<file path="src/rtl/timer_nivel2_pkg.sv">
// Shared types and digit limits for the level-2 M:SS countdown timer.
package timer_nivel2_pkg;

    localparam int unsigned DIGIT_W = 4;

    typedef logic [DIGIT_W-1:0] bcd_digit_t;

    localparam bcd_digit_t UNITS_MAX = 4'd9;
    localparam bcd_digit_t TENS_MAX  = 4'd5;
    localparam bcd_digit_t MIN_MAX   = 4'd9;

    // Clamp an incoming digit to the digit's own upper limit.
    function automatic bcd_digit_t bcd_sat(input bcd_digit_t x, input bcd_digit_t max);
        return (x > max) ? max : x;
    endfunction

endpackage

</file>
<file path="src/rtl/timer_digit.sv">
// One BCD down-counter digit: saturating shift-load, decrement with borrow, wrap to max.
module timer_digit
    import timer_nivel2_pkg::*;
(
    input  logic       clk,
    input  logic       rst,
    input  bcd_digit_t shift_in,
    input  logic       load,
    input  logic       dec,
    input  bcd_digit_t max,
    output bcd_digit_t value,
    output logic       borrow_out
);

    bcd_digit_t value_q;
    bcd_digit_t value_d;

    // Load wins over decrement; decrementing 0 wraps to max and borrows.
    always_comb begin
        value_d = value_q;
        if (load) begin
            value_d = bcd_sat(shift_in, max);
        end else if (dec) begin
            value_d = (value_q == '0) ? max : value_q - 4'd1;
        end
    end

    always_ff @(posedge clk or posedge rst) begin
        if (rst) begin
            value_q <= '0;
        end else begin
            value_q <= value_d;
        end
    end

    assign value      = value_q;
    assign borrow_out = (value_q == '0) && dec;

endmodule

</file>
<file path="src/rtl/timer_nivel2.sv">
// M:SS countdown timer from three chained BCD digits with serial shift-load.
// Build option TIMER_NIVEL2_WRAP_EN: counting at 0:00 wraps to 9:59 instead of holding.
module timer_nivel2
    import timer_nivel2_pkg::*;
(
    input  logic       [DIGIT_W-1:0] data,
    input  logic                     clk,
    input  logic                     enable,
    input  logic                     loadn,
    input  logic                     clearn,
    output logic       [DIGIT_W-1:0] unidades,
    output logic       [DIGIT_W-1:0] dezenas,
    output logic       [DIGIT_W-1:0] minutos,
    output logic                     zero
);

    logic load;
    logic dec_units;
    logic borrow_units;
    logic borrow_tens;
    logic min_borrow_unused;

    assign load = ~loadn;

`ifdef TIMER_NIVEL2_WRAP_EN
    assign dec_units = enable && loadn;
`else
    // At 0:00 the chain is simply not stepped, so the value holds.
    assign dec_units = enable && loadn && !zero;
`endif

    timer_digit u_units (
        .clk        (clk),
        .rst        (clearn),
        .shift_in   (data),
        .load       (load),
        .dec        (dec_units),
        .max        (UNITS_MAX),
        .value      (unidades),
        .borrow_out (borrow_units)
    );

    timer_digit u_tens (
        .clk        (clk),
        .rst        (clearn),
        .shift_in   (unidades),
        .load       (load),
        .dec        (borrow_units),
        .max        (TENS_MAX),
        .value      (dezenas),
        .borrow_out (borrow_tens)
    );

    timer_digit u_min (
        .clk        (clk),
        .rst        (clearn),
        .shift_in   (dezenas),
        .load       (load),
        .dec        (borrow_tens),
        .max        (MIN_MAX),
        .value      (minutos),
        .borrow_out (min_borrow_unused)
    );

    assign zero = (unidades == '0) && (dezenas == '0) && (minutos == '0);

endmodule

</file>
<file path="config.mk">
export PLATFORM = sky130hd
export DESIGN_NAME = timer_nivel2
export DESIGN_NICKNAME = d
export VERILOG_FILES = /design/src/rtl/timer_nivel2_pkg.sv /design/src/rtl/timer_digit.sv /design/src/rtl/timer_nivel2.sv
export SDC_FILE = /design/constraint.sdc
export NUM_CORES = 1
export LEC_CHECK = 0
export CAP_MARGIN = 40
export CORE_MARGIN = 2
export CORE_UTILIZATION = 45
export DETAILED_ROUTE_END_ITERATION = 8
export PLACE_DENSITY = 0.83
export SETUP_SLACK_MARGIN = 0.15
export SKIP_LAST_GASP = 1
export SLEW_MARGIN = 5
export SYNTH_ARGS = -nofsm -noshare
export SYNTH_HDL_FRONTEND = slang
export SYNTH_SLANG_ARGS = --single-unit
export TNS_END_PERCENT = 30
</file>
<file path="constraint.sdc">
create_clock -name clk -period 2 [get_ports clk]
set_input_delay 0.3 -clock clk [delete_from_list [all_inputs] [get_ports clk]]
set_output_delay 0.3 -clock clk [all_outputs]
set_load 0.03 [all_outputs]
</file>
; ---- After elaboration in Yosys (flattened, before gate mapping)
; Index checks and enable logic that the tools add are counted.
[totals]
register_bits = 12
inputBits = 8
wordCells = 34
[op_classes]
add_sub_neg = 3
magnitude_cmp = 3
eq_ne = 3
n_mux = 12
reduce_logical = 10
[op_table]
columns = operator, n
row1 = 2-to-1 mux 4 bit, 12
row2 = logical NOT 4 bit, 3
row3 = subtractor 4 x 1 -> 4 bit (second input constant), 3
row4 = > comparator 4 bit (second input constant), 2
row5 = logical AND 1 bit, 6
row6 = != test 2 x 1 -> 1 bit (second input constant), 3
row7 = > comparator 4 x 3 -> 1 bit (second input constant), 1
row8 = logical NOT 1 bit, 1

; ---- Logic depth before layout (Yosys ltp)
; Gate-level depths: netlist of the first run.
[logic_depth]
ltp_word = 9
mapped_depth = 5
mapped_depth_nobuf = 4

; ---- Hierarchy
; A second synthesis of the first run with hierarchy kept.
[hier_totals]
hier_cells = 185
area_unflattened_um2 = 1506.4
[modules_own_cells]
columns = mod, instances, cells_per_inst, area_per_inst_um2, seq_area_each_um2
row1 = timer_digit (u_min ...), 2, 56, 460.4, 100.1
row2 = timer_digit (u_tens), 1, 64, 533.0, 100.1
row3 = timer_nivel2, 1, 9, 52.6, 0.0

; ---- Worst setup path after synthesis of the first run
; OpenSTA, ideal clock, no wires.
[synth_timing]
kind = register to output
from = register u_min.value_q[1] (netlist: u_min.value[1])
to = output zero
arrival_ps = 1973
required_ps = 1700
slack_ps = -273
stages_incl_launch_ff = 4
path_buffers = 0
path_cell_list = dfrtp_1 > nor4_1 > nand2_1 > nor4_1
[synth_via]
elab_chain_cells = 2
[synth_rtl]
columns = element, line
row1 = "start, declared", timer_digit.sv:15  ; bcd_digit_t value_q;
row2 = "start signal, assigned", timer_digit.sv:32  ; value_q <= value_d;
row3 = logical NOT 4 bit, timer_nivel2.sv:65  ; assign zero = (unidades == '0) && (dezenas == '0) && (minutos == '0);
row4 = logical AND 1 bit, timer_nivel2.sv:65
row5 = "end, declared", timer_nivel2.sv:14  ; output logic zero
; No other way between the ends.

; ---- Worst setup path in the final report of the first run
[layout_timing]
from = register u_min.value_q[2] (netlist: u_min.value[2])
to = output zero
; Same word-level chain as after synthesis.

==> results by group, run 1 <==
Status
  – Status: finished clean

STA
  – Clock Skew: 0.00493 ns
  – Worst setup margin: between 0.1 and 0.15 ns
  – Slew of the pin with the lowest slew margin: 0.478 ns
  – Fmax: ~530 MHz
  – RSZ-0062 raised after global routing: yes
  – # setup viols final: 0
  – Max-slew violations: 0
  – Min Tclk post-route: approximately 1.9 ns
  – Fin crit share: a little over nine tenths
  – Final hold viol count: 0
  – Rel. slew slack: 68.1%
  – Post-route setup TNS: 0 ns

Worst setup path
  – CP Capture Type: primary output
  – Arrival time worst endpoint: 1.57 ns
  – FF-to-FF End: u_min.value[1]
  – Worst r2r src: u_tens.value[3]
  – Crit Path Category: register to primary output
  – Worst r2r path cells: 5
  – Crit path max fanout: 5
  – Worst Path Required: about 1.7 ns
  – Setup crit start kind: register
  – Worst reg2reg setup slack: around 0.20 ns

Synth
  – Cell taking the most area after synthesis: dfrtp_1
  – Area contributors post-synth: dfrtp_1 42%, nor2_1 4.7%, a31oi_1 4.4%
  – Post-synth design cell area: between 700 and 800 um2
  – Post-synth cell types: 32
  – Syn nets: around 90
  – Async S/R FF share, synth: 100%
  – Synth Warn #: 0
  – Post-synth top area share: a little over two fifths
  – Top-count cell post-synth: dfrtp_1
  – Largest family of logic cells by synthesized area: simple AND/OR/NAND/NOR gates
  – Avg Inst Size Synth: approximately 8.9 um2
  – Portion of netlist area occupied by mux cells: approximately 4.2%
  – Gate Count Post-Synth: 80
  – Dominant synthesized flop cell: dfrtp_1
  – Most instantiated cells after synthesis: 12 x dfrtp_1, 9 x nor2_1, 7 x nand2_1
  – Post-synth EDFFs: 0
  – Adder-cell share of the synthesized area: 0%
  – Yosys reg bits: 12
  – Compound-Gate Fraction of Synth Area: 22.3%
  – Synth Area in Simple Gates: around a quarter
  – Sequential area share after synthesis: a little over two fifths
  – Xor-xnor portion of the synthesized cell area: 0%

Placed design
  – Inst Count DP: between 100 and 150
  – Post-DP HPWL: 1330 um
  – DP Worst Slack: around 0.060 ns
  – Final GP Congestion: between 0.8 and 0.9
  – PortBufs: 20

Floorplan
  – Num rows: 14
  – Io pins: 21
  – Die ar.: about 0.0019 mm2
  – Starting density of the core: 47.9%
  – Core Region: approximately 0.0015 mm2
  – Die height: around 44 um
  – Die width: 43.8 um

Route
  – Vias per cell: about 6.3
  – Residual DRC: 0
  – First-pass detailed-route iteration total: 4
  – Final ANT Viol Nets: 0
  – 1st-iter DRT viols: 13
  – Post-Route WL: between 1500 and 2000 um
  – Vias: between 700 and 800
  – Drt wl/cell: between 15 and 20 um

Final layout
  – Share of post-route cells with drive strength above 1: between 20% and 30%
  – Nets@finish: roughly 120
  – Ant diodes: 0
  – Layout Area Growth over Synthesis: 46.5%
  – Post-Layout Cell Count: between 100 and 150
  – Util after Layout: between 70% and 80%

GRT
  – Largest net degree at the start of global routing: 13
  – GR Overflow Total: 0
  – First-pass GRT wire length: approximately 3400 um
  – Initial antenna violation count: 0
  – Vias in the first global route: ~750
  – GRT Total Usage: 23.9%

Clock tree
  – Clock Path Buffers: 2
  – Hold buffers post-CTS: 0
  – CTS tree: yes
  – TritonCTS buffer count: 3
  – Reg clk slew, reported paths: roughly 0.08 ns
  – # clock sinks: 12
  – Worst-skew pair later-pin latency: 0.27 ns
  – Root Buffer: clkbuf_4
  – H-Tree Depth: 1

Job
  – Max Cap Viol: 0

Power and ir drop
  – Static leakage: roughly 0.42 nW
  – Power Density: 679 mW/mm2
  – VDD IR max: just over 0.4 mV

Hold path
  – Hold Path Class: primary input to asynchronous set/reset pin
-- layout by cell type, fill, tap and decap left out --
cell and n:
o21ai_1 1, nor4b_1 1, nor3b_2 1, dfrtp_2 4, buf_4 9, or4_1 1
inv_1 5, a41oi_1 1, nor4_4 3, o311ai_0 2, a32oi_1 1, nor3_1 1
nor2b_1 1, nor3b_1 1, mux2i_1 3, clkdlybuf4s50_1 19, nand3_1 2, a21oi_1 3
a21o_1 1, a22o_1 2, or3b_1 1, nand3_2 1, a2111oi_0 1, nand2_1 6
nor2_1 9, clkbuf_4 3, nor3_4 1, dfrtp_1 8, or3_1 1, or2_2 1
a31oi_1 5, o41ai_1 1, nand2_2 1, o21ai_0 6
-- flip-flops by register name, summed over array words and instances (netlist names) --
| register | cells |
|---|---|
| u_min.value | 4 |
| u_tens.value | 4 |
| u_units.value | 4 |
-- where the power goes --
group	internal [mW]	total (mW)	switching (mW)
sequential	0.269	0.320	0.0506
clock	0.0698	0.151	0.0810
combinational	0.106	0.239	0.133
total	0.445	0.710	0.265
-- metal layers --
metal / track usage, % / vias to the layer above / wire [um]
met5: 0 / - / 0
met4: 20.0 / 0 / 75
met3: 5.42 / 8 / 130
met2: 35.9 / 41 / 935
met1: 28.7 / 369 / 809
li1: - / 355 / -
-- what timing repair did --
action | in CTS | in global routing
cloned | 0 | 0
gates resized for setup | 6 | 2
endpoints found under the setup margin | 1 | 6
pin swaps | 1 | 1
endpoints found under the hold margin | 0 | 0
setup buffers | 3 | 0
-- layout make-up --
type | count | area [um2]
timing repair buffer | 28 | 258
clock buffer | 3 | 22.5
fill | 128 | 444
tap | 16 | 20.0
sequential | 12 | 305
multi-input combinational | 59 | 420
inverter | 5 | 18.8
-- per-stage QoR --
stage | total power, mW | area (um2) | hold slack (ns)
after detailed placement | 0.546 | 968 | 0.624
after CTS | 0.703 | 1040 | 0.348
after global placement | 0.540 | 968 | 0.608
final | 0.710 | 1040 | 0.331
after floorplan | 0.443 | 728 | 0.165
after global routing | 0.750 | 1040 | 0.382
-- critical path, cell delays in order, from the launching register on --
cell     delay, ns
dfrtp_2       0.46
nor4_4        0.35
nand2_2       0.15
nor4_4        0.14
buf_4         0.19
-- logic make-up after synthesis --
group | after synthesis
buffers and inverters | 9
AO/OA/AOI/OAI | 24
multiplexers | 3
AND/OR/NAND/NOR | 32
flip-flops | 12
-- how the worst max path moves through the flow --
stage                      from         endpoint  slack (ns)
6_report         u_min.value[2]             zero        0.13
5_1_grt          u_min.value[2]             zero        0.06
4_1_cts          u_min.value[1]             zero        0.16
3_5_place_dp             enable  u_tens.value[1]        0.06
3_3_place_gp             enable  u_tens.value[1]        0.09
2_1_floorplan  u_units.value[1]  u_tens.value[1]        0.21
Power figures use the tool's default switching activity.
==> inputs of run 2 (changes only) <==
--- a/constraint.sdc
+++ b/constraint.sdc
@@ -3,2 +3,2 @@
 set_output_delay 0.3 -clock clk [all_outputs]
-set_load 0.03 [all_outputs]
+set_load 0.1 [all_outputs]
==> results by group, run 2 (synthesis gave the netlist of run 1 again) <==
Status
  – Status: finished clean

Worst setup path
  – Crit Path Category: register to primary output
  – Worst r2r src: u_tens.value[0]
  – CP Capture Type: primary output
  – Worst r2r path cells: 5
  – WP buf/inv: 1
  – Crit path max fanout: 2
  – Setup crit start kind: register
  – Slowest stage delay, CP: 0.51 ns
  – CP top delay family: simple AND/OR/NAND/NOR gates
  – Arrival time worst endpoint: 1.66 ns
  – Worst reg2reg setup slack: 0.12 ns
  – Worst-path cell chain: nor4_4 -> nand2_2 -> nor4_4 -> buf_12
  – Worst Path Required: 1.70 ns
  – FF-to-FF End: u_min.value[1]
  – CP most frequent cell: nor4_4
  – Slowest CP cell: dfrtp_4

Route
  – Final ANT Viol Nets: 0
  – Residual DRC: 0
  – Drt wl/cell: 15.6 um
  – Vias: 747
  – 1st-iter DRT viols: 17
  – Vias per cell: 6.07
  – Post-Route WL: ~1900 um
  – First-pass detailed-route iteration total: 5

Final layout
  – Number of fill cells: between 100 and 150
  – Most frequent cells in the layout: 19 x buf_4, 9 x nor2_1, 7 x clkdlybuf4s50_1
  – Multi-input gate area: about 420 um2
  – Nets@finish: between 100 and 150
  – Sequential cell area: ~330 um2
  – Share of post-route cells with drive strength above 1: between 40 and 50%
  – Layout Area Growth over Synthesis: 48.4%
  – Ant diodes: 0
  – Post-Layout Cell Count: between 100 and 150
  – Most common cell after layout, fill and taps aside: buf_4

Power and ir drop
  – Flop pwr share: between 30% and 40%
  – Sw Share: a little under half
  – Int Pwr: between 0.4 and 0.5 mW
  – Power Density: about 850 mW/mm2
  – Static leakage: ~0.43 nW
  – Switching pwr: ~0.4 mW
  – Clock network power share: between 20 and 25%
  – Gate power share: roughly two fifths
  – VDD IR max: between 0.4 and 0.5 mV

Hold path
  – Hold Path Class: primary input to asynchronous set/reset pin

GRT
  – GRT Total Usage: between 20% and 30%
  – Met1 Usage GRT: 30.1%
  – GR Overflow Total: 0
  – Global routing usage on met3: between 3 and 4%
  – Initial antenna violation count: 0
  – First-pass GRT wire length: between 3000 and 4000 um
  – Vias in the first global route: ~670
  – Largest net degree at the start of global routing: 16
  – Met2 Track Usage GR: roughly a third
  – Top Usage Layer GRT: met2

Floorplan
  – Die ar.: between 0.0015 and 0.002 mm2
  – Die height: 43.8 um
  – Core Region: approximately 0.0015 mm2
  – Die width: 43.8 um
  – Starting density of the core: a little under half
  – Num rows: 14
  – Io pins: 21

STA
  – Worst setup margin: roughly 0.036 ns
  – Max-slew violations: 0
  – Clock Skew: approximately 0.0026 ns
  – RSZ-0062 raised after global routing: yes
  – Post-route setup TNS: 0 ns
  – Min Tclk post-route: around 2.0 ns
  – Fin crit share: 98.2%
  – Rel. slew slack: 62.1%
  – Slew of the pin with the lowest slew margin: approximately 0.57 ns
  – Final hold viol count: 0
  – Fmax: slightly above 500 MHz
  – Worst Hold Slack: approximately 0.33 ns
  – # setup viols final: 0

Clock tree
  – Reg clk slew, reported paths: ~0.080 ns
  – TritonCTS buffer count: 3
  – Clock Path Buffers: 2
  – Hold buffers post-CTS: 0
  – Root Buffer: clkbuf_4
  – H-Tree Depth: 1
  – CTS tree: yes
  – Quantity of gates resized following cts: 0
  – # clock sinks: 12
  – Worst-skew pair later-pin latency: around 0.27 ns

Job
  – Max Cap Viol: 0

Placed design
  – Post-DP HPWL: roughly 1300 um
  – DP Worst Slack: 0.0509 ns
  – PortBufs: 20
  – Final GP Congestion: slightly above 0.8
  – Inst Count DP: between 100 and 150
==> run 2: cell types whose count changed in the layout (fill, tap and decap cells not counted), sizes merged <==
cell and delta:
buf +11, clkbuf +1, clkdlybuf4s50 -12
==> run 2: area by class of cell <==
class | count | share of cell area [%]
tap | 16 | 1.89
inverter | 5 | 1.77
timing repair buffer | 27 | 22.0
multi-input combinational | 59 | 39.7
clock buffer | 4 | 3.43
sequential | 12 | 31.2
==> run 2: power by group through the flow <==
stage | combinational [mW] | sequential [mW] | clock (mW)
after floorplan | 0.0851 | 0.518 | 0
after global placement | 0.347 | 0.339 | 0
after detailed placement | 0.349 | 0.342 | 0
after CTS | 0.368 | 0.329 | 0.194
after global routing | 0.385 | 0.335 | 0.201
final | 0.369 | 0.330 | 0.198
==> run 2: metal layers <==
layer | up-vias | routed length (um)
li1 | 351 | -
met1 | 367 | 840
met2 | 24 | 926
met3 | 5 | 127
met4 | 0 | 21
met5 | - | 0
==> run 2: metrics by stage <==
| step | total power, mW | util, % | cell area [um2] |
|---|---|---|---|
| floorplan | 0.603 | - | 785 |
| finish | 0.896 | 71.1 | 1060 |
| CTS | 0.892 | 71.1 | 1060 |
| detailed placement | 0.691 | 66.6 | 992 |
| global placement | 0.686 | 66.6 | 992 |
| global route | 0.921 | 71.1 | 1060 |
==> run 2: how the worst max path moves through the flow <==
stage	startpoint	end	slack, ns	cells after the start
finish	u_tens.value[0]	zero	0.04	4
global route	u_tens.value[0]	zero	-0.05	4
CTS	u_tens.value[0]	zero	0.04	4
detailed placement	enable	u_tens.value[1]	0.05	5
global placement	enable	u_tens.value[1]	0.10	5
floorplan	u_tens.value[2]	zero	-0.46	3
==> run 2: what timing repair did <==
item,in CTS,in global routing
setup buffers,4,0
endpoints found under the setup margin,1,2
pin swaps,3,0
==> run 2: worst register-to-register path, stage by stage, from the launching register on <==
cell and delay [ns]:
dfrtp_4 0.51, nor4_4 0.34, buf_4 0.17, nand3_2 0.11, or4_1 0.49, a31oi_1 0.18
